$ cat config.mk
export PLATFORM = sky130hd
export DESIGN_NAME = uart_tx_arbiter
export DESIGN_NICKNAME = d
export VERILOG_FILES = /design/src/rtl/uart_tx_arbiter.sv
export SDC_FILE = /design/constraint.sdc
export NUM_CORES = 1
export LEC_CHECK = 0
export CAP_MARGIN = 20
export CORE_MARGIN = 5
export CORE_UTILIZATION = 52
export CTS_CLUSTER_DIAMETER = 50
export CTS_CLUSTER_SIZE = 12
export DETAILED_ROUTE_END_ITERATION = 16
export GPL_TIMING_DRIVEN = 0
export PLACE_DENSITY = 0.86
export SLEW_MARGIN = 40
export SYNTH_ARGS = -nofsm -noshare
export SYNTH_HDL_FRONTEND = slang
export SYNTH_SLANG_ARGS = --single-unit
export TNS_END_PERCENT = 20
$ cat constraint.sdc
create_clock -name clock -period 3.85 [get_ports clock]
set_input_delay 1.155 -clock clock [delete_from_list [all_inputs] [get_ports clock]]
set_output_delay 1.155 -clock clock [all_outputs]
set_load 0.01 [all_outputs]
$ cat src/rtl/uart_tx_arbiter.sv
// Round-robin, packet-granular arbiter sharing one UART transmitter among four requesters.
// Latency: valid in IDLE at t -> grant t+1 -> send t+2; one byte in flight until the txdone rising edge.
// Backpressure: req_ready only for the owner in SEND; an owner stalled for TIMEOUT SEND cycles is revoked.
module uart_tx_arbiter #(
    parameter int TIMEOUT = 1000
) (
    input  logic        clock,
    input  logic        reset,
    input  logic [3:0]  req_valid,
    input  logic [31:0] req_data,
    input  logic [3:0]  req_last,
    output logic [3:0]  req_ready,
    output logic [3:0]  grant,
    output logic        busy,
    output logic        err,
    output logic [1:0]  err_id,
    output logic        send,
    output logic [7:0]  txdata,
    input  logic        txdone
);
    typedef enum logic [1:0] {
        IDLE = 2'd0,
        SEND = 2'd1,
        WAIT = 2'd2
    } state_t;

    localparam logic [15:0] CNT_MAX = 16'(TIMEOUT - 1);

    state_t      state, state_nx;
    logic [1:0]  ptr, ptr_nx;
    logic [1:0]  owner, owner_nx;
    logic [1:0]  err_id_nx;
    logic [15:0] cnt, cnt_nx;
    logic        last_q, last_nx;
    logic        err_nx, send_nx;
    logic [7:0]  txdata_nx;
    logic        txdone_q;
    logic        done_edge;
    logic        owner_vld;
    logic [1:0]  pick;
    logic        pick_vld;

    // Works for both a one-cycle pulse and a level that drops after send.
    assign done_edge = txdone & ~txdone_q;
    assign owner_vld = req_valid[owner];

    assign busy      = (state != IDLE);
    assign grant     = busy ? (4'b0001 << owner) : 4'b0000;
    assign req_ready = (state == SEND && owner_vld) ? (4'b0001 << owner) : 4'b0000;

    // First valid requester at or after ptr; the descending loop lets the nearest one win.
    always_comb begin
        pick     = ptr;
        pick_vld = 1'b0;
        for (int k = 3; k >= 0; k--) begin
            if (req_valid[ptr + 2'(k)]) begin
                pick     = ptr + 2'(k);
                pick_vld = 1'b1;
            end
        end
    end

    always_comb begin
        state_nx  = state;
        ptr_nx    = ptr;
        owner_nx  = owner;
        cnt_nx    = cnt;
        last_nx   = last_q;
        err_nx    = 1'b0;
        err_id_nx = err_id;
        send_nx   = 1'b0;
        txdata_nx = txdata;
        unique case (state)
            IDLE: begin
                if (pick_vld) begin
                    owner_nx = pick;
                    cnt_nx   = '0;
                    state_nx = SEND;
                end
            end
            SEND: begin
                if (owner_vld) begin
                    txdata_nx = req_data[{owner, 3'b000} +: 8];
                    last_nx   = req_last[owner];
                    send_nx   = 1'b1;
                    cnt_nx    = '0;
                    state_nx  = WAIT;
                end else if (cnt == CNT_MAX) begin
                    err_nx    = 1'b1;
                    err_id_nx = owner;
                    ptr_nx    = owner + 2'd1;
                    cnt_nx    = '0;
                    state_nx  = IDLE;
                end else begin
                    cnt_nx = cnt + 16'd1;
                end
            end
            WAIT: begin
                if (done_edge) begin
                    if (last_q) begin
                        ptr_nx   = owner + 2'd1;
                        state_nx = IDLE;
                    end else begin
                        state_nx = SEND;
                    end
                end
            end
            default: state_nx = IDLE;
        endcase
    end

    always_ff @(posedge clock or posedge reset) begin
        if (reset) begin
            state    <= IDLE;
            ptr      <= 2'd0;
            owner    <= 2'd0;
            cnt      <= 16'd0;
            last_q   <= 1'b0;
            err      <= 1'b0;
            err_id   <= 2'd0;
            send     <= 1'b0;
            txdata   <= 8'd0;
            txdone_q <= 1'b0;
        end else begin
            state    <= state_nx;
            ptr      <= ptr_nx;
            owner    <= owner_nx;
            cnt      <= cnt_nx;
            last_q   <= last_nx;
            err      <= err_nx;
            err_id   <= err_id_nx;
            send     <= send_nx;
            txdata   <= txdata_nx;
            txdone_q <= txdone;
        end
    end
endmodule

==> run metrics, run 1 <==
Hold Path Class=reg2reg; synthesized area=roughly 2300 µm²; CTS root buffer=clkbuf_8; Pre-Repair DR Iteration Count=5; number of remaining DRC errors=0; CTS sink cnt=36; Routed Antenna Nets=0; initial antenna violation count=0; layout cells sized above 1=16.6%; maximum clock insertion buffer count=2; crit path max fanout=10; CTS tree=built; Yosys cell types=53; area grow syn2layout=34.5%; final std cells w/o fill=~340; vias in the first global route=a little over 2k; Worst Tran Pin Value=0.750 ns; hold_ws=0.504 ns; Synth area leader=dfrtp_1; Post-Place Cells=332; Post-synth EDFFs=0; # IOs=64; crit path capture type=primary output; WP data required=2.69 ns; die span in y=between 70 and 80 µm; fin crit period=~3.8 ns; Seq/Total Area, Yosys=between 30 and 40%; leakage=approximately 1.3 nW; RSZ-0062 raised after global routing=false; Fillers=326; Starting DRT DRC Count=187; CP Buf/Inv Count=3; status=finished, final reports clean; top-area cell type share of the netlist area=approximately two fifths; Placement Cell Area=between 2000 and 3000 µm²; Initial Utilization=roughly 53%; Max Cap Violations=0; GR Layer Usage met2=35.1%; skew final=around 0.0083 ns; slowest stage delay, CP=0.44 ns; syn_nets=around 270; power per cell area=approximately 570 nW/µm²; Layout Nets=336; Post-synth ARST share=100%; via count=2055; gr busiest metal=met2; design area=about 3100 µm²; Slew Viols, Final=0; clock slew at reported path FFs=about 0.070 ns; Total Power=about 1.8 mW; most frequent cell after synthesis=dfrtp_1; Critical Path, Cell by Cell=clkdlybuf4s15_2, mux2_4, nor2_2, a2111o_1, buf_6, nor2_1, dlygate4sd2_1; Rows=24; Crit-path slowest cell=a2111o_1; die width=about 77 µm; GR met1 Demand/Resource=26.4%; Synth Register Bits=36; critical path class=in2out; global-route wire length before repair=approximately 10000 µm; Die Footprint=roughly 5900 µm²; Port Buf Inserts=63; largest net degree at the start of global routing=37; IR drop worst, VDD=between 0.3 and 0.4 mV; commonest cells in the synthesized netlist=dfrtp_1, nor2_1, inv_1; Vias per Instance=6.03; RePlAce Congestion=0.884; synthesized area per cell=about 11 µm²; CORE AREA=approximately 4300 µm²; period utilization=a little over nine tenths; Fin Setup TNS=0 ns; Largest delay share family, worst path=buffers and inverters; grt ovf=0; Final Hold Viols=0; largest cells by area after synthesis=dfrtp_1, mux4_2, mux2_2; clock buffer count from CTS=5; critical path arrival=between 2 and 3 ns; Post-synth top flop=dfrtp_1; GRT Resource Usage Total=between 20% and 30%; Worst Setup Start Kind=input pin; met3 Usage GRT=5.44%; Achievable Freq=265 MHz; Syn Inst Count=between 200 and 250; Worst slew margin=50.0%; post-DP HPWL=approximately 4300 µm; Post-CTS Hold Buffers=0; WL final=just under 6000 µm; insertion delay to the later sink of the worst-skew pair=approximately 0.3 ns; wire per inst=~17 µm; Final setup viols=0; H-tree depth=2; n_diodes=0; Ys Warns=0
power breakdown:
| group | leakage [nW] | internal [mW] | total (mW) | switching (mW) |
|---|---|---|---|---|
| clock network | 0.0455 | 0.146 | 0.277 | 0.131 |
| logic | 0.745 | 0.510 | 0.953 | 0.443 |
| registers | 0.467 | 0.474 | 0.546 | 0.0723 |
kinds of logic after synthesis:
family	count (synthesis)	synth area share, %
DFF	36	39.2
adders and majority gates	5	2.72
buffers and inverters	27	5.27
muxes	27	18.2
AOI/OAI and AO/OA	47	16.3
and+or+nand+nor	75	18.4
flip-flops by register name, indices dropped and copies added, names as in the netlist:
name      count
err           1
cnt          16
err_id        2
owner         2
txdata        8
state         2
ptr           2
send          1
last_q        1
txdone_q      1
path summary, 6_finish.rpt:
kind	startpoint	to	slack, ns	cells after the start
max reg2reg	owner[0]	txdata[4]	1.72	4
max	req_valid[0]	req_ready[0]	0.08	7
min reg2reg	txdata[5]	txdata[5]	0.50	1
min	txdata[5]	txdata[5]	0.50	1
min in group asynchronous	reset	txdata[6]	1.24	2
max in group asynchronous	reset	err	2.23	2
repair_timing:
action	in CTS	in global routing
endpoints found under the setup margin	4	3
gates resized for setup	15	3
buffers inserted	1	0
hold endpoints to repair	0	0
pin swaps	1	0
routing by layer:
| metal | part of all wire, % | up-vias |
|---|---|---|
| met5 | 0 | - |
| li1 | - | 972 |
| met4 | 2.4 | 0 |
| met3 | 6.0 | 15 |
| met1 | 40 | 995 |
| met2 | 51 | 73 |
layout make-up:
class                      instances  area, µm²  share of cell area, %
buffer                            11       61.3                   1.98
clock buffer                       8       90.1                   2.91
inverter                          16       61.3                   1.98
multi-input combinational        154       1280                   41.4
sequential                        36        901                   29.1
tap                               52       65.1                   2.10
timing repair buffer              64        633                   20.5
worst reg2reg max path: cells and delay by family (launching register included):
family | cells | cell delay (ns)
mux | 2 | 0.89
flops | 1 | 0.37
buf+inv | 2 | 0.75
cells in the final DEF (no fill, tap or decap), types with 6 or more instances in the layout:
| cell type | netlist | routed |
|---|---|---|
| mux2_2 | 8 | 8 |
| inv_1 | 16 | 15 |
| clkbuf_8 | 0 | 6 |
| dfrtp_1 | 36 | 36 |
| clkdlybuf4s50_1 | 0 | 55 |
| a31oi_1 | 13 | 13 |
| nand3_1 | 13 | 13 |
| nor2_1 | 18 | 18 |
| clkbuf_1 | 4 | 6 |
| mux4_2 | 9 | 9 |
| nand2_1 | 10 | 10 |
per-stage QoR:
step,worst slack [ns],utilization [%]
6_report,0.0830,71.6
5_1_grt,0.00328,71.6
4_1_cts,0.0813,71.6
3_5_place_dp,-0.687,69.3
3_3_place_gp,-0.679,69.3
2_1_floorplan,0.528,-
No activity file was read; power rests on OpenSTA's default activity.
==> run 2: changes to the inputs <==
MAX_ROUTING_LAYER = met4   (was unset)
==> run 2 against run 1 <==
Compared with the run above: sequential share of layout area is the same; power is essentially flat; utilization is the same; combinational power is essentially flat.
==> run metrics, run 2 (synthesized netlist as in run 1, its figures left out) <==
vias in the first global route=roughly 2k; Pre-Repair DR Iteration Count=4; area grow syn2layout=34.5%; status=finished, final reports clean; most common cell after layout, fill and taps aside=clkdlybuf4s50_1; Rows=24; RePlAce Congestion=~0.90; IR drop worst, VDD=around 0.38 mV; power per cell area=approximately 570 nW/µm²; Port Buf Inserts=63; # IOs=64; initial antenna violation count=0; Slew Viols, Final=0; utilization after layout=just over 70%; Most flops, register=cnt; Worst Setup Start Kind=input pin; GRT Resource Usage Total=a little over a fifth; crit path max fanout=10; critical path class=in2out; n_diodes=0; largest net degree at the start of global routing=37; Worst slew margin=between 50% and 60%; final std cells w/o fill=about 340; Hold Path Class=reg2reg; Die Footprint=roughly 5900 µm²; Initial Utilization=around 53%; Final setup viols=0; die span in y=approximately 77 µm; Starting DRT DRC Count=200; CTS tree=built; die width=between 70 and 80 µm; Max Cap Violations=0; number of remaining DRC errors=0; fin crit period=between 3 and 4 ns; WP data required=between 2 and 3 ns; RSZ-0062 raised after global routing=false; Routed Antenna Nets=0; CORE AREA=4320 µm²; post-DP HPWL=4340 µm; H-tree depth=2; Top Registers=cnt x16, txdata x8; CTS sink cnt=36; skew final=approximately 0.008 ns; global-route wire length before repair=around 10000 µm; WL final=5940 µm; Achievable Freq=between 200 and 300 MHz; hold_ws=0.504 ns; grt ovf=0; Worst Tran Pin Value=0.749 ns; CTS root buffer=clkbuf_8; insertion delay to the later sink of the worst-skew pair=~0.29 ns; wire per inst=17.4 µm; Post-Place Cells=roughly 330; Final Hold Viols=0; critical path arrival=about 2.6 ns; layout cells sized above 1=about 17%; clock buffer count from CTS=5; max FFs per register=16; Fillers=326; leakage=roughly 1.3 nW; maximum clock insertion buffer count=2; most frequent cells in the layout=clkdlybuf4s50_1, dfrtp_1, nor2_1, inv_1; Vias per Instance=~6.0; Layout Nets=about 340; Post-CTS Hold Buffers=0; crit path capture type=primary output; period utilization=between 90% and 100%; clock slew at reported path FFs=around 0.07 ns; via count=~2.0k
## run 2: cell counts in the layout (fill, tap and decap cells not counted)
No cell type changed its count.
## run 2: metal layers
metal / track usage (%) / vias up / share of wire, %
met5: - / - / 0
met4: 7.87 / 0 / 2.4
met3: 5.44 / 14 / 5.7
met2: 35.2 / 72 / 52
met1: 26.2 / 986 / 40
li1: - / 974 / -
## run 2: worst max-delay path, cell delays in order
cell,delay [ns]
clkdlybuf4s15_2,0.25
mux2_4,0.21
nor2_2,0.04
a2111o_1,0.44
buf_6,0.18
nor2_1,0.08
dlygate4sd2_1,0.27
## run 2: layout make-up
cell class | count | area, µm² | area share, %
flip-flops and latches | 36 | 901 | 29.1
inverters | 16 | 61.3 | 1.98
well taps | 52 | 65.1 | 2.10
multi-input cells | 154 | 1280 | 41.4
clock buffers | 8 | 90.1 | 2.91
plain buffers | 11 | 61.3 | 1.98
repair buffers | 64 | 633 | 20.5
## run 2: worst paths after layout
kind | slack (ns) | startpoint | endpoint | cells past startpoint
min | 0.50 | txdata[5] | txdata[5] | 1
max in group asynchronous | 2.23 | reset | err | 2
min reg2reg | 0.50 | txdata[5] | txdata[5] | 1
min in group asynchronous | 1.25 | reset | txdata[6] | 2
max reg2reg | 1.72 | owner[0] | txdata[4] | 4
max | 0.08 | req_valid[0] | req_ready[0] | 7
## run 2: repair_timing
action,in CTS,in global routing
endpoints found under the setup margin,4,3
buffers inserted,1,0
pin swaps,1,0
gates resized for setup,15,3
## run 2: power by group
part           total, mW  switching [mW]  internal, mW
logic              0.955           0.444         0.510
clock network      0.275           0.129         0.146
registers          0.547          0.0726         0.474
## run 2: stage by stage
step	total power, mW	TNS (ns)	worst slack, ns	area [µm²]
floorplan	1.16	0	0.528	2300
global placement	1.48	-2.71	-0.679	3000
detailed placement	1.50	-2.73	-0.687	3000
CTS	1.79	0	0.0813	3100
global route	1.91	0	0.00328	3090
finish	1.78	0	0.0807	3090
==> run 3: changes to the inputs <==
CORE_MARGIN = 4   (was 5)
SLEW_MARGIN = unset   (was 40)
==> run 3 against run 2 <==
Compared with the run above: clock-buffer cell count shrank 3; routed wire length is 7.9% higher; final cell count decreased by 0.29%; first-iteration DRC count rose by 7.0%.
==> run metrics, run 3 (synthesized netlist as in run 1, its figures left out) <==
routed wl met2=roughly 3300 µm; skew final=between 0.005 and 0.006 ns; number of remaining DRC errors=0; Hold Path Class=reg2reg; maximum clock insertion buffer count=2; utilization after layout=75.2%; highest routed layer=met4; crit path max fanout=10; share of total power in combinational logic=a little over half; Hold Crit Depth=1; Clock power frac=between 10% and 20%; H-tree depth=2; critical path class=in2out; RSZ-0062 raised after global routing=false; met3 routed WL=roughly 460 µm; CTS tree=built; Seq pwr share=roughly 30%; layout cells sized above 1=approximately 18%; IR drop worst, VDD=roughly 0.35 mV; period utilization=a little over nine tenths; Total Power=1.79 mW; Port Buf Inserts=63; # IOs=64; Fillers=roughly 310; CTS sink cnt=36; crit path capture type=primary output; power per cell area=around 570 nW/µm²; wire per inst=18.9 µm; largest net degree at the start of global routing=23; grt ovf=0; status=finished, final reports clean; most common cell after layout, fill and taps aside=clkdlybuf4s50_1; Starting DRT DRC Count=between 200 and 250; fin crit period=3.76 ns; max FFs per register=16; Worst Setup Start Kind=input pin; via count=around 2.1k; WP data required=about 2.7 ns; die span in y=74.5 µm; Pre-Repair DR Iteration Count=5; global-route wire length before repair=10300 µm; insertion delay to the later sink of the worst-skew pair=about 0.29 ns; CP Buf/Inv Count=3; Initial Utilization=a little under three fifths; n_diodes=0; leakage=approximately 1.3 nW; Layout Nets=around 340; WP depth=7; Reg2Reg Setup Slack=approximately 1.9 ns; Worst slew margin=51.1%; Most flops, register=cnt; die width=about 75 µm; Switching Fraction=between 30% and 40%; Rows=23; initial antenna violation count=0; Largest delay share family, worst path=buffers and inverters; RePlAce Congestion=between 0.8 and 0.9; Crit-path slowest cell=a2111o_1; net switching power=~0.68 mW; cell count of the worst reg-to-reg path=5; critical path arrival=2.61 ns; Vias per Instance=6.16; Critical Path, Cell by Cell=clkdlybuf4s15_2, mux2_4, nor2_2, a2111o_1, buf_6, nor2_1, dlygate4sd2_1; post-DP HPWL=~4800 µm; most frequent cells in the layout=clkdlybuf4s50_1, dfrtp_1, nor2_1, inv_1; clock buffer count from CTS=5; pre-CTS WS=-0.680 ns; Routed Antenna Nets=0; hold_ws=a little over 0.5 ns; CORE AREA=slightly above 4000 µm²; Fin Setup TNS=0 ns; Pint=approximately 1.1 mW; Top Registers=cnt x16, txdata x8; Slew Viols, Final=0; Max Cap Violations=0; Final Hold Viols=0; Post-CTS Hold Buffers=0; Worst Tran Pin Value=just over 0.7 ns; Final setup viols=0; CTS root buffer=clkbuf_8; area grow syn2layout=35.3%; clock slew at reported path FFs=about 0.070 ns; vias in the first global route=between 2k and 2.5k; min setup slack post-route=roughly 0.09 ns; slowest stage delay, CP=approximately 0.43 ns; GRT Resource Usage Total=25.3%; WL final=approximately 6400 µm; Die Footprint=5550 µm²; Achievable Freq=266 MHz; met1 WL=between 2000 and 3000 µm
-- run 3: repair_timing --
action,CTS,global route
gates resized for setup,15,4
setup buffers,1,0
pin swaps,1,0
endpoints found under the setup margin,4,4
-- run 3: area by class of cell --
cell class              count  area [µm²]  area share [%]
well taps                  50        62.6            2.01
repair buffers             65         658            21.1
multi-input cells         154        1280            41.2
inverters                  16        60.1            1.93
plain buffers              11        62.6            2.01
clock buffers               5        68.8            2.21
clock inverters             3        18.8           0.603
flip-flops and latches     36         901            28.9
-- run 3: layer usage --
layer	vias to the layer above	global-route usage [%]
li1	976	-
met1	1012	29.7
met2	102	43.0
met3	6	4.46
met4	0	10.1
met5	-	-
-- run 3: path summary, 6_finish.rpt --
path / startpoint / end
setup / recovery: req_valid[1] / req_ready[3]
hold / removal: txdata[3] / txdata[3]
setup reg to reg: cnt[3] / cnt[12]
hold reg to reg: txdata[3] / txdata[3]
max in group asynchronous: reset / owner[0]
min in group asynchronous: reset / send
-- run 3: power groups by stage --
stage	logic, mW	clock network [mW]	registers, mW
CTS	0.975	0.278	0.546
finish	0.972	0.271	0.547
global route	1.05	0.293	0.562
global placement	0.939	0	0.547
detailed placement	0.968	0	0.554
floorplan	0.596	0	0.562
-- run 3: stage by stage --
stage               instances  cell area, µm²
finish                    340            3110
global route              340            3110
CTS                       340            3120
detailed placement        331            3020
global placement          330            2990
floorplan                 217            2300
